[config.mk]
export PLATFORM = sky130hd
export DESIGN_NAME = sd_image_loader
export DESIGN_NICKNAME = d
export VERILOG_FILES = /design/src/rtl/sd_img_pkg.sv /design/src/rtl/byte_packer.sv /design/src/rtl/sd_image_loader.sv
export SDC_FILE = /design/constraint.sdc
export NUM_CORES = 1
export LEC_CHECK = 0
export ABC_AREA = 1
export CAP_MARGIN = 20
export CORE_MARGIN = 4
export CORE_UTILIZATION = 49
export CTS_CLUSTER_DIAMETER = 200
export CTS_CLUSTER_SIZE = 12
export DETAILED_ROUTE_END_ITERATION = 12
export PLACE_DENSITY = 0.78
export SLEW_MARGIN = 20
export SYNTH_ARGS = -nofsm -noshare
export SYNTH_HDL_FRONTEND = slang
export SYNTH_HIERARCHICAL = 1
export SYNTH_SLANG_ARGS = --single-unit
[constraint.sdc]
create_clock -name clk -period 3.1 [get_ports clk]
set_input_delay 0.465 -clock clk [delete_from_list [all_inputs] [get_ports clk]]
set_output_delay 0.465 -clock clk [all_outputs]
set_load 0.03 [all_outputs]
[src/rtl/sd_img_pkg.sv]
// Shared constants for the SD image loader: sector geometry and FSM state codes.
package sd_img_pkg;

  localparam int SECTOR_BYTES     = 512;
  localparam int WORDS_PER_SECTOR = 256;

  localparam logic [2:0] ST_IDLE      = 3'd0;
  localparam logic [2:0] ST_ISSUE     = 3'd1;
  localparam logic [2:0] ST_WAIT_BUSY = 3'd2;
  localparam logic [2:0] ST_STREAM    = 3'd3;
  localparam logic [2:0] ST_CHUNK_END = 3'd4;
  localparam logic [2:0] ST_RETRY     = 3'd5;
  localparam logic [2:0] ST_DONE      = 3'd6;
  localparam logic [2:0] ST_FAIL      = 3'd7;

endpackage

[src/rtl/byte_packer.sv]
// Packs the reader byte stream into 16-bit RAM words (first byte high) with a registered write port.
module byte_packer #(
  parameter int ADDR_W    = 17,
  parameter int IMG_WORDS = 76800
) (
  input  logic              clk,
  input  logic              rst_n,
  input  logic              clear,
  input  logic              byte_valid,
  input  logic [7:0]        byte_in,
  input  logic [31:0]       word_base,
  output logic              ram_we,
  output logic [ADDR_W-1:0] ram_addr,
  output logic [15:0]       ram_data
);

  logic              hi_full_q, hi_full_d;
  logic [7:0]        hi_byte_q, hi_byte_d;
  logic [15:0]       word_idx_q, word_idx_d;
  logic              ram_we_q, ram_we_d;
  logic [ADDR_W-1:0] ram_addr_q, ram_addr_d;
  logic [15:0]       ram_data_q, ram_data_d;
  logic [31:0]       word_addr;

  always_comb begin
    hi_full_d  = hi_full_q;
    hi_byte_d  = hi_byte_q;
    word_idx_d = word_idx_q;
    ram_we_d   = 1'b0;
    ram_addr_d = ram_addr_q;
    ram_data_d = ram_data_q;
    word_addr  = word_base + 32'(word_idx_q);
    if (clear) begin
      // a dangling high byte from an aborted chunk is dropped here
      hi_full_d  = 1'b0;
      word_idx_d = '0;
    end else if (byte_valid) begin
      if (!hi_full_q) begin
        hi_byte_d = byte_in;
        hi_full_d = 1'b1;
      end else begin
        hi_full_d  = 1'b0;
        word_idx_d = word_idx_q + 16'd1;
        if (word_addr < 32'(IMG_WORDS)) begin
          ram_we_d   = 1'b1;
          ram_addr_d = word_addr[ADDR_W-1:0];
          ram_data_d = {hi_byte_q, byte_in};
        end
      end
    end
  end

  always_ff @(posedge clk) begin
    if (!rst_n) begin
      hi_full_q  <= 1'b0;
      hi_byte_q  <= '0;
      word_idx_q <= '0;
      ram_we_q   <= 1'b0;
      ram_addr_q <= '0;
      ram_data_q <= '0;
    end else begin
      hi_full_q  <= hi_full_d;
      hi_byte_q  <= hi_byte_d;
      word_idx_q <= word_idx_d;
      ram_we_q   <= ram_we_d;
      ram_addr_q <= ram_addr_d;
      ram_data_q <= ram_data_d;
    end
  end

  assign ram_we   = ram_we_q;
  assign ram_addr = ram_addr_q;
  assign ram_data = ram_data_q;

endmodule

[src/rtl/sd_image_loader.sv]
// Sequences sd_card_reader in multi-block chunks to copy one image slot into frame RAM port A.
//  state     | meaning
//  IDLE      | waiting for load_req
//  ISSUE     | compute chunk sector/count, pulse sd_start_read
//  WAIT_BUSY | wait for reader busy, bounded by START_TIMEOUT
//  STREAM    | accept bytes until busy falls
//  CHUNK_END | verify byte count, advance or retry
//  RETRY     | bump retry count, rewind chunk or give up
//  DONE      | flag loaded
//  FAIL      | flag load_error
module sd_image_loader
  import sd_img_pkg::*;
#(
  parameter int ADDR_W        = 17,
  parameter int IMG_WORDS     = 76800,
  parameter int IMG_SECTORS   = 300,
  parameter int CHUNK_BLOCKS  = 16,
  parameter int BASE_SECTOR   = 0,
  parameter int SLOT_STRIDE   = 512,
  parameter int START_TIMEOUT = 1024,
  parameter int MAX_RETRY     = 3
) (
  input  logic              clk,
  input  logic              rst_n,
  input  logic              load_req,
  input  logic [1:0]        image_select,
  output logic              sd_start_read,
  output logic [31:0]       sd_sector_addr,
  output logic [7:0]        sd_block_count,
  input  logic [7:0]        sd_data_in,
  input  logic              sd_data_valid,
  input  logic              sd_busy,
  input  logic              sd_error,
  output logic [ADDR_W-1:0] ram_addr,
  output logic [15:0]       ram_data,
  output logic              ram_we,
  output logic              loading,
  output logic              loaded,
  output logic              load_error,
  output logic [1:0]        cur_image
);

  localparam int TMR_W  = $clog2(START_TIMEOUT + 1);
  localparam int RTRY_W = $clog2(MAX_RETRY + 2);
  localparam int BCNT_W = 18;

  if (IMG_WORDS > (2 ** ADDR_W)) begin : g_addr_w_chk
    $error("IMG_WORDS does not fit the RAM address width");
  end
  if (CHUNK_BLOCKS < 1 || CHUNK_BLOCKS > 255) begin : g_chunk_chk
    $error("CHUNK_BLOCKS must be 1..255");
  end

  logic [2:0]        state_q, state_d;
  logic [1:0]        cur_image_q, cur_image_d;
  logic [31:0]       slot_base_q, slot_base_d;
  logic [31:0]       sectors_done_q, sectors_done_d;
  logic [31:0]       chunk_word_base_q, chunk_word_base_d;
  logic [31:0]       sector_addr_q, sector_addr_d;
  logic [7:0]        block_count_q, block_count_d;
  logic              start_read_q, start_read_d;
  logic [TMR_W-1:0]  timer_q, timer_d;
  logic [RTRY_W-1:0] retry_cnt_q, retry_cnt_d;
  logic [BCNT_W-1:0] byte_cnt_q, byte_cnt_d;
  logic              loading_q, loading_d;
  logic              loaded_q, loaded_d;
  logic              load_error_q, load_error_d;

  logic              pack_clear;
  logic              pack_valid;
  logic [31:0]       remaining;
  logic [BCNT_W-1:0] chunk_bytes;

  always_comb begin
    state_d           = state_q;
    cur_image_d       = cur_image_q;
    slot_base_d       = slot_base_q;
    sectors_done_d    = sectors_done_q;
    chunk_word_base_d = chunk_word_base_q;
    sector_addr_d     = sector_addr_q;
    block_count_d     = block_count_q;
    start_read_d      = 1'b0;
    timer_d           = timer_q;
    retry_cnt_d       = retry_cnt_q;
    byte_cnt_d        = byte_cnt_q;
    loading_d         = loading_q;
    loaded_d          = loaded_q;
    load_error_d      = load_error_q;
    pack_clear        = 1'b0;
    pack_valid        = 1'b0;
    remaining         = 32'(IMG_SECTORS) - sectors_done_q;
    chunk_bytes       = {1'b0, block_count_q, 9'd0};

    case (state_q)
      ST_IDLE: begin
        if (load_req) begin
          cur_image_d    = image_select;
          slot_base_d    = 32'(BASE_SECTOR) + 32'(image_select) * 32'(SLOT_STRIDE);
          loaded_d       = 1'b0;
          load_error_d   = 1'b0;
          loading_d      = 1'b1;
          sectors_done_d = '0;
          retry_cnt_d    = '0;
          state_d        = ST_ISSUE;
        end
      end
      ST_ISSUE: begin
        block_count_d     = (remaining < 32'(CHUNK_BLOCKS)) ? remaining[7:0] : 8'(CHUNK_BLOCKS);
        sector_addr_d     = slot_base_q + sectors_done_q;
        chunk_word_base_d = sectors_done_q * 32'(WORDS_PER_SECTOR);
        start_read_d      = 1'b1;
        timer_d           = TMR_W'(START_TIMEOUT - 1);
        byte_cnt_d        = '0;
        pack_clear        = 1'b1;
        state_d           = ST_WAIT_BUSY;
      end
      ST_WAIT_BUSY: begin
        if (sd_error) begin
          state_d = ST_RETRY;
        end else if (sd_busy) begin
          state_d = ST_STREAM;
        end else if (timer_q == '0) begin
          state_d = ST_RETRY;
        end else begin
          timer_d = timer_q - TMR_W'(1);
        end
      end
      ST_STREAM: begin
        if (sd_error) begin
          state_d = ST_RETRY;
        end else begin
          // a byte arriving with the busy fall is still counted before the check
          if (sd_data_valid) begin
            byte_cnt_d = byte_cnt_q + BCNT_W'(1);
            pack_valid = 1'b1;
          end
          if (!sd_busy) state_d = ST_CHUNK_END;
        end
      end
      ST_CHUNK_END: begin
        if (byte_cnt_q == chunk_bytes) begin
          sectors_done_d = sectors_done_q + 32'(block_count_q);
          retry_cnt_d    = '0;
          state_d        = (sectors_done_d == 32'(IMG_SECTORS)) ? ST_DONE : ST_ISSUE;
        end else begin
          state_d = ST_RETRY;
        end
      end
      ST_RETRY: begin
        retry_cnt_d = retry_cnt_q + RTRY_W'(1);
        byte_cnt_d  = '0;
        pack_clear  = 1'b1;
        state_d     = (32'(retry_cnt_d) > 32'(MAX_RETRY)) ? ST_FAIL : ST_ISSUE;
      end
      ST_DONE: begin
        loading_d = 1'b0;
        loaded_d  = 1'b1;
        state_d   = ST_IDLE;
      end
      ST_FAIL: begin
        loading_d    = 1'b0;
        load_error_d = 1'b1;
        state_d      = ST_IDLE;
      end
      default: state_d = ST_IDLE;
    endcase
  end

  always_ff @(posedge clk) begin
    if (!rst_n) begin
      state_q           <= ST_IDLE;
      cur_image_q       <= '0;
      slot_base_q       <= '0;
      sectors_done_q    <= '0;
      chunk_word_base_q <= '0;
      sector_addr_q     <= '0;
      block_count_q     <= '0;
      start_read_q      <= 1'b0;
      timer_q           <= '0;
      retry_cnt_q       <= '0;
      byte_cnt_q        <= '0;
      loading_q         <= 1'b0;
      loaded_q          <= 1'b0;
      load_error_q      <= 1'b0;
    end else begin
      state_q           <= state_d;
      cur_image_q       <= cur_image_d;
      slot_base_q       <= slot_base_d;
      sectors_done_q    <= sectors_done_d;
      chunk_word_base_q <= chunk_word_base_d;
      sector_addr_q     <= sector_addr_d;
      block_count_q     <= block_count_d;
      start_read_q      <= start_read_d;
      timer_q           <= timer_d;
      retry_cnt_q       <= retry_cnt_d;
      byte_cnt_q        <= byte_cnt_d;
      loading_q         <= loading_d;
      loaded_q          <= loaded_d;
      load_error_q      <= load_error_d;
    end
  end

  byte_packer #(
    .ADDR_W    (ADDR_W),
    .IMG_WORDS (IMG_WORDS)
  ) u_packer (
    .clk        (clk),
    .rst_n      (rst_n),
    .clear      (pack_clear),
    .byte_valid (pack_valid),
    .byte_in    (sd_data_in),
    .word_base  (chunk_word_base_q),
    .ram_we     (ram_we),
    .ram_addr   (ram_addr),
    .ram_data   (ram_data)
  );

  assign sd_start_read  = start_read_q;
  assign sd_sector_addr = sector_addr_q;
  assign sd_block_count = block_count_q;
  assign loading        = loading_q;
  assign loaded         = loaded_q;
  assign load_error     = load_error_q;
  assign cur_image      = cur_image_q;

endmodule

==> run summary, run 1 <==
Status -> finished, final reports clean
Fin Setup TNS -> 0 ns
Crit Reg-Reg Startpoint -> sd_block_count[0]
Die Width -> 170 µm
Seq/Total Area, Yosys -> 29.2%
# fillers -> 2538
R2R setup slack -> 0.23 ns
Ys Warns -> 6
HPWL Detailed -> 33.4 mm
GRT overflow -> 0
Avg Vias per Cell -> 5.41
Routed Antenna Nets -> 0
Initial Util -> 50.4%
Peak supply drop -> 0.343 mV
Post-Synthesis Mean Instance Area -> 5.96 µm²
Pin slew with the least headroom to its limit -> 0.795 ns
Final #Nets -> 2296
Post-Syn Area -> 0.0128 mm²
Post-route clock period utilization -> 92.4%
PwrDens -> 373 mW/mm²
CTS tree -> built
Crit Reg-Reg Endpoint -> state_q[2]
R2R cell count -> 15
Initial antenna violation count -> 0
Leakage -> 6.91 nW
Total number of vias -> 14000
Die H -> 170 µm
Maxcap violations -> 0
Antenna fix cells -> 0
Worst hold start -> rst_n
First-pass GRT wire length -> 67.9 mm
Critical path required time -> 3.47 ns
Largest area contributor in the netlist -> dfxtp_1
Post-Synthesis Cells -> 2152
Hold buffer count at CTS -> 0
Rows -> 58
RD Place Congestion -> 1.08
Non-Filler Instances -> 2587
Leading cell type in the layout, fill and taps excluded -> nand2_1
Unrepaired setup endpoints after global routing -> false
Synth area leaders -> dfxtp_1, nand2_1, nand3_1
Worst Setup Start Kind -> register
Clock slew at reported path FFs -> 0.08 ns
Post-synth top area share -> 29.2%
Hold Crit Class -> in -> reg
GRT Util Overall -> 29.2%
Placed inst area -> 0.0142 mm²
Final Hold Fails -> 0
Ports -> 96
Crit Path Max Fanout -> 5
Layout cells sized above 1 -> 6.16%
Crit Path Category -> reg -> reg
Number of setup violations in the final report -> 0
Post-Route WL -> 42.1 mm
Critical path destination -> state_q[2]
Avg WL per Cell -> 16.3 µm
Fmax -> 0.349 GHz
DRC Markers -> 0
Skew-Pair Late Insertion Delay -> 0.44 ns
Max-slew violation count -> 0
Postcts setup bufs -> 0
Full die area -> 0.0288 mm²
Register bit count reported by yosys -> 187
Slowest CP cell -> fa_1
CP endpoint kind -> register
Crit-path max cell delay -> 0.42 ns
Root Driver -> clkbuf_16
Crit path DAT -> 3.23 ns
Num CTS Buffers -> 17
Detailed-router iteration count before antenna repair -> 5
Vias in the first global route -> 13200
CTS resizes -> 0
Core ar. -> 0.0255 mm²
Htree depth -> 4
Worst Setup SP -> sd_block_count[0]
Most frequent cells in the layout -> nand2_1, inv_1, nor2_1, nand3_1, dfxtp_1
Cell variety after synth -> 52
Placed Cells -> 2555
Iter 0 DRT Violations -> 1065
Fin area -> 0.0148 mm²
Final Skew -> 0.0132 ns
Clock Sinks -> 187
Fin crit period -> 2.87 ns
CTS Buffer Depth -> 2
Port Buf Inserts -> 95
Most used cell, CP -> nand2_1
Area grow syn2layout -> 15.4%
Largest net degree at the start of global routing -> 53
Critical path cell sequence -> ha_1 -> fa_1 -> nand2_1 -> nand2_1 -> nand3_1 -> nand2_1 -> nand2_1 -> nand2_1 -> nand3_1 -> nand2_1 -> nor2_1 -> nand3_1 -> nor2_1 -> nand3_1 -> a21oi_1
Max-slew headroom -> 46.8%
## worst min-delay path by stage
stage,endpoint,slack (ns),cells past startpoint
2_1_floorplan,byte_cnt_q[9],0.42,1
3_3_place_gp,u_packer/hi_byte_q[7],0.44,2
3_5_place_dp,u_packer/hi_byte_q[3],0.45,2
4_1_cts,chunk_word_base_q[29],0.36,3
5_1_grt,chunk_word_base_q[30],0.39,3
6_report,chunk_word_base_q[29],0.38,3
## layout make-up
cell class	instances	area [µm²]	share of cell area (%)
clock buffer	17	425	2.87
clock inverter	15	213	1.44
inverter	292	1100	7.40
multi-input combinational	1613	7660	51.7
sequential	187	3740	25.3
tap	330	413	2.79
timing repair buffer	133	1260	8.48
## kinds of logic (layout without fill, tap and decap cells)
kind of cell | after synthesis | in the layout | share of synthesized area (%)
flops | 187 | 187 | 29.2
fa+ha+maj | 36 | 36 | 3.69
simple gates | 1307 | 1307 | 44.0
xor+xnor | 29 | 29 | 1.98
other cells | 1 | 9 | 0.0292
buf+inv | 360 | 457 | 11.4
compound gates | 232 | 232 | 9.78
## power by group
group | switching, mW | total, mW | internal (mW)
Clock | 1.23 | 2.37 | 1.14
Sequential | 0.0524 | 2.51 | 2.46
Combinational | 0.448 | 0.644 | 0.196
Total | 1.73 | 5.52 | 3.79
## registers in the layout (all words and copies together), names as in the netlist, 2 cells and up
register,cells
u_packer/hi_byte_q,8
sd_sector_addr,32
byte_cnt_q,18
cur_image,2
sectors_done_q,32
state_q,3
u_packer/ram_data,16
chunk_word_base_q,15
timer_q,11
retry_cnt_q,3
sd_block_count,8
u_packer/word_idx_q,16
u_packer/ram_addr,17
## synth_stat cells (all sizes together)
library cell / instances
nand2: 689
inv: 289
nor2: 282
nand3: 217
dfxtp: 187
a21oi: 119
o21ai: 77
nor3: 49
buf: 45
nand4: 40
ha: 33
clkbuf: 23
xor2: 19
a31oi: 12
xnor2: 10
nand3b: 9
or2: 7
and2: 4
and3: 4
nor4: 4
a22o: 3
a32o: 3
clkinv: 3
fa: 3
o21a: 3
a21boi: 2
a2bb2oi: 2
o2111ai: 2
o211ai: 2
o311ai: 2
o31ai: 2
a2111oi: 1
a211oi: 1
and2b: 1
conb: 1
nand2b: 1
o22ai: 1
## stage by stage
step	utilization, %	setup slack, ns	total power, mW	hold WS, ns
after floorplan	-	0.740	3.00	0.424
after global placement	55.6	0.186	3.19	0.441
after detailed placement	55.6	0.0908	3.20	0.448
after CTS	58.1	0.315	5.55	0.363
after global routing	58.1	0.00147	5.74	0.388
final	58.1	0.234	5.52	0.378
## per-layer routing
layer  wire length, µm  global-route usage (%)
met1             17200                    35.7
met2             20200                    51.1
met3              2550                    3.48
met4              2200                    13.9
met5                 0                       0
## worst max-delay path: cells and delay by family (launching register included)
| kind | cells | cell delay [ns] |
|---|---|---|
| AOI/OAI and AO/OA | 1 | 0.15 |
| adders and majority gates | 2 | 0.70 |
| DFF | 1 | 0.36 |
| and+or+nand+nor | 12 | 1.59 |
No activity file was read; power rests on OpenSTA's default activity.
==> inputs of run 2 (changes only) <==
--- a/config.mk
+++ b/config.mk
@@ -6,10 +6,8 @@
 export NUM_CORES = 1
 export LEC_CHECK = 0
 export ABC_AREA = 1
-export CAP_MARGIN = 20
-export CORE_MARGIN = 4
+export CAP_MARGIN = 25
 export CORE_UTILIZATION = 49
-export CTS_CLUSTER_DIAMETER = 200
 export CTS_CLUSTER_SIZE = 12
 export DETAILED_ROUTE_END_ITERATION = 12
 export PLACE_DENSITY = 0.78
==> run summary, run 2 (same netlist as run 1, synthesis figures left out) <==
CTS Buffer Depth -> 2 (unchanged)
Crit Path Category -> reg -> reg
GRT overflow -> 0 (unchanged)
Clock Sinks -> 187 (unchanged)
Post-Route WL -> 42.4 mm (+0.57%)
Fin Setup TNS -> 0 ns (unchanged)
Detailed-router iteration count before antenna repair -> 6 (+1)
HPWL Detailed -> 33.3 mm (-0.31%)
First-pass GRT wire length -> 67.8 mm (-0.28%)
Clock slew at reported path FFs -> 0.09 ns (about the same)
Crit Path Max Fanout -> 5 (unchanged)
Final Skew -> 0.0165 ns (+0.00323 ns)
Hold buffer count at CTS -> 0 (unchanged)
Crit Reg-Reg Endpoint -> state_q[0]
Number of setup violations in the final report -> 0 (unchanged)
Port Buf Inserts -> 95 (unchanged)
R2R cell count -> 18 (+3)
CTS resizes -> 0 (unchanged)
Crit Reg-Reg Startpoint -> sd_block_count[0]
Maxcap violations -> 0 (unchanged)
CTS tree -> built
Fmax -> 0.363 GHz (+4.0%)
Full die area -> 0.0268 mm² (-6.9%)
Avg Vias per Cell -> 5.44 (+0.71%)
Htree depth -> 4 (unchanged)
Initial Util -> 50.5% (+0.14 points)
Root Driver -> clkbuf_16
Max-slew violation count -> 0 (unchanged)
Hold Path Sink -> retry_cnt_q[0]
Max-slew headroom -> 47.2% (+0.39 points)
Layout cells sized above 1 -> 5.91% (-0.25 points)
Avg WL per Cell -> 16.4 µm (+0.80%)
Skew-Pair Late Insertion Delay -> 0.44 ns (about the same)
RD Place Congestion -> 1.01 (-6.5%)
PwrDens -> 371 mW/mm² (-0.40%)
Multi-input gate area -> 0.00766 mm² (unchanged)
Post-route clock period utilization -> 88.9% (-3.5 points)
Pin slew with the least headroom to its limit -> 0.790 ns (-0.00584 ns)
Initial antenna violation count -> 0 (unchanged)
Largest net degree at the start of global routing -> 52 (-1.9%)
Area grow syn2layout -> 14.9%
Leading cell type in the layout, fill and taps excluded -> nand2_1
# fillers -> 2558 (+0.79%)
Worst Setup Start Kind -> register
R2R setup slack -> 0.34 ns (+0.11 ns)
Peak supply drop -> 0.338 mV (-1.3%)
Die H -> 164 µm (-3.5%)
Num CTS Buffers -> 17 (unchanged)
Postcts setup bufs -> 0 (unchanged)
Final #Nets -> 2290 (-0.26%)
Hold Crit Class -> in -> reg
GRT Util Overall -> 32.5% (+3.3 points)
Fin area -> 0.0147 mm² (-0.46%)
Crit path DAT -> 3.09 ns (-0.14 ns)
Unrepaired setup endpoints after global routing -> false
Final Power -> 5.47 mW (-0.86%)
Vias in the first global route -> 13200 (+0.49%)
Worst hold stages -> 3 (unchanged)
Routed Antenna Nets -> 0 (unchanged)
Non-Filler Instances -> 2581 (-0.23%)
Fin crit period -> 2.76 ns (-0.109 ns)
Iter 0 DRT Violations -> 1184 (+11%)
Total number of vias -> 14100 (+0.47%)
Core ar. -> 0.0254 mm² (-0.28%)
Rows -> 58 (unchanged)
CP endpoint kind -> register
Fin util -> 58.0% (-0.10 points)
Placed Cells -> 2549 (-0.23%)
DRC Markers -> 0 (unchanged)
Antenna fix cells -> 0 (unchanged)
Die Width -> 164 µm (-3.5%)
Final Hold Fails -> 0 (unchanged)
Most frequent cells in the layout -> nand2_1, inv_1, nor2_1, nand3_1, dfxtp_1
Worst hold start -> rst_n
Status -> finished, final reports clean
Critical path required time -> 3.43 ns (-0.04 ns)
Placed inst area -> 0.0141 mm² (-0.41%)
Leakage -> 6.87 nW (-0.63%)
Sequential Area -> 0.00374 mm² (unchanged)
Ports -> 96 (unchanged)
[run 2: cell count changes in the layout (fill, tap and decap cells not counted), sizes merged]
| cell | delta |
|---|---|
| clkinv | +3 |
| inv | -3 |
| buf | -6 |
[run 2: how the worst max path moves through the flow]
stage / to / slack (ns) / startpoint / cells past startpoint
CTS: u_packer/ram_data[13] / 0.42 / sd_sector_addr[7] / 15
detailed placement: u_packer/word_idx_q[14] / 0.09 / sd_error / 16
finish: state_q[0] / 0.34 / sd_block_count[0] / 18
global route: u_packer/ram_addr[13] / 0.10 / u_packer/word_idx_q[12] / 17
floorplan: state_q[0] / 0.74 / sd_block_count[0] / 18
global placement: u_packer/word_idx_q[14] / 0.21 / sd_error / 16
[run 2: layout make-up]
| class | count | area share (%) |
|---|---|---|
| Clock inverter | 15 | 1.37 |
| Clock buffer | 17 | 2.89 |
| Timing Repair Buffer | 127 | 8.13 |
| Multi-Input combinational cell | 1613 | 52.0 |
| Tap cell | 330 | 2.80 |
| Sequential cell | 187 | 25.4 |
| Inverter | 292 | 7.44 |
[run 2: through the flow]
step           hold WS, ns  setup slack (ns)
6_report             0.397             0.344
3_3_place_gp         0.440             0.215
4_1_cts              0.382             0.416
3_5_place_dp         0.447            0.0930
5_1_grt              0.397             0.104
2_1_floorplan        0.424             0.740
[run 2: power breakdown]
part | internal (mW) | switching, mW | leakage, nW
registers | 2.46 | 0.0539 | 1.51
clock network | 1.12 | 1.20 | 0.301
logic | 0.196 | 0.444 | 5.06
total | 3.77 | 1.70 | 6.87
[run 2: critical path, cell delays in order, from the launching register on]
cell and delay (ns):
dfxtp_1 0.32, ha_1 0.27, fa_1 0.43, nand2_1 0.12, nand2_1 0.08, nand3_1 0.10
nand2_1 0.13, nand2_1 0.11, nand2_1 0.14, nand2_1 0.09, nand2_1 0.06, nand2_1 0.06
nand2_1 0.05, nor2_1 0.07, nand2_1 0.06, nor2_1 0.30, nand2_1 0.10, nand2_1 0.08
a21oi_1 0.06
[run 2: layer usage]
metal / GRT usage [%] / wire length, µm / vias to the layer above
met3: 4.22 / 2560 / 99
met2: 55.9 / 20300 / 519
met4: 15.4 / 1880 / 0
met1: 40.1 / 17600 / 6420
met5: 0 / 0 / -
li1: - / - / 7013
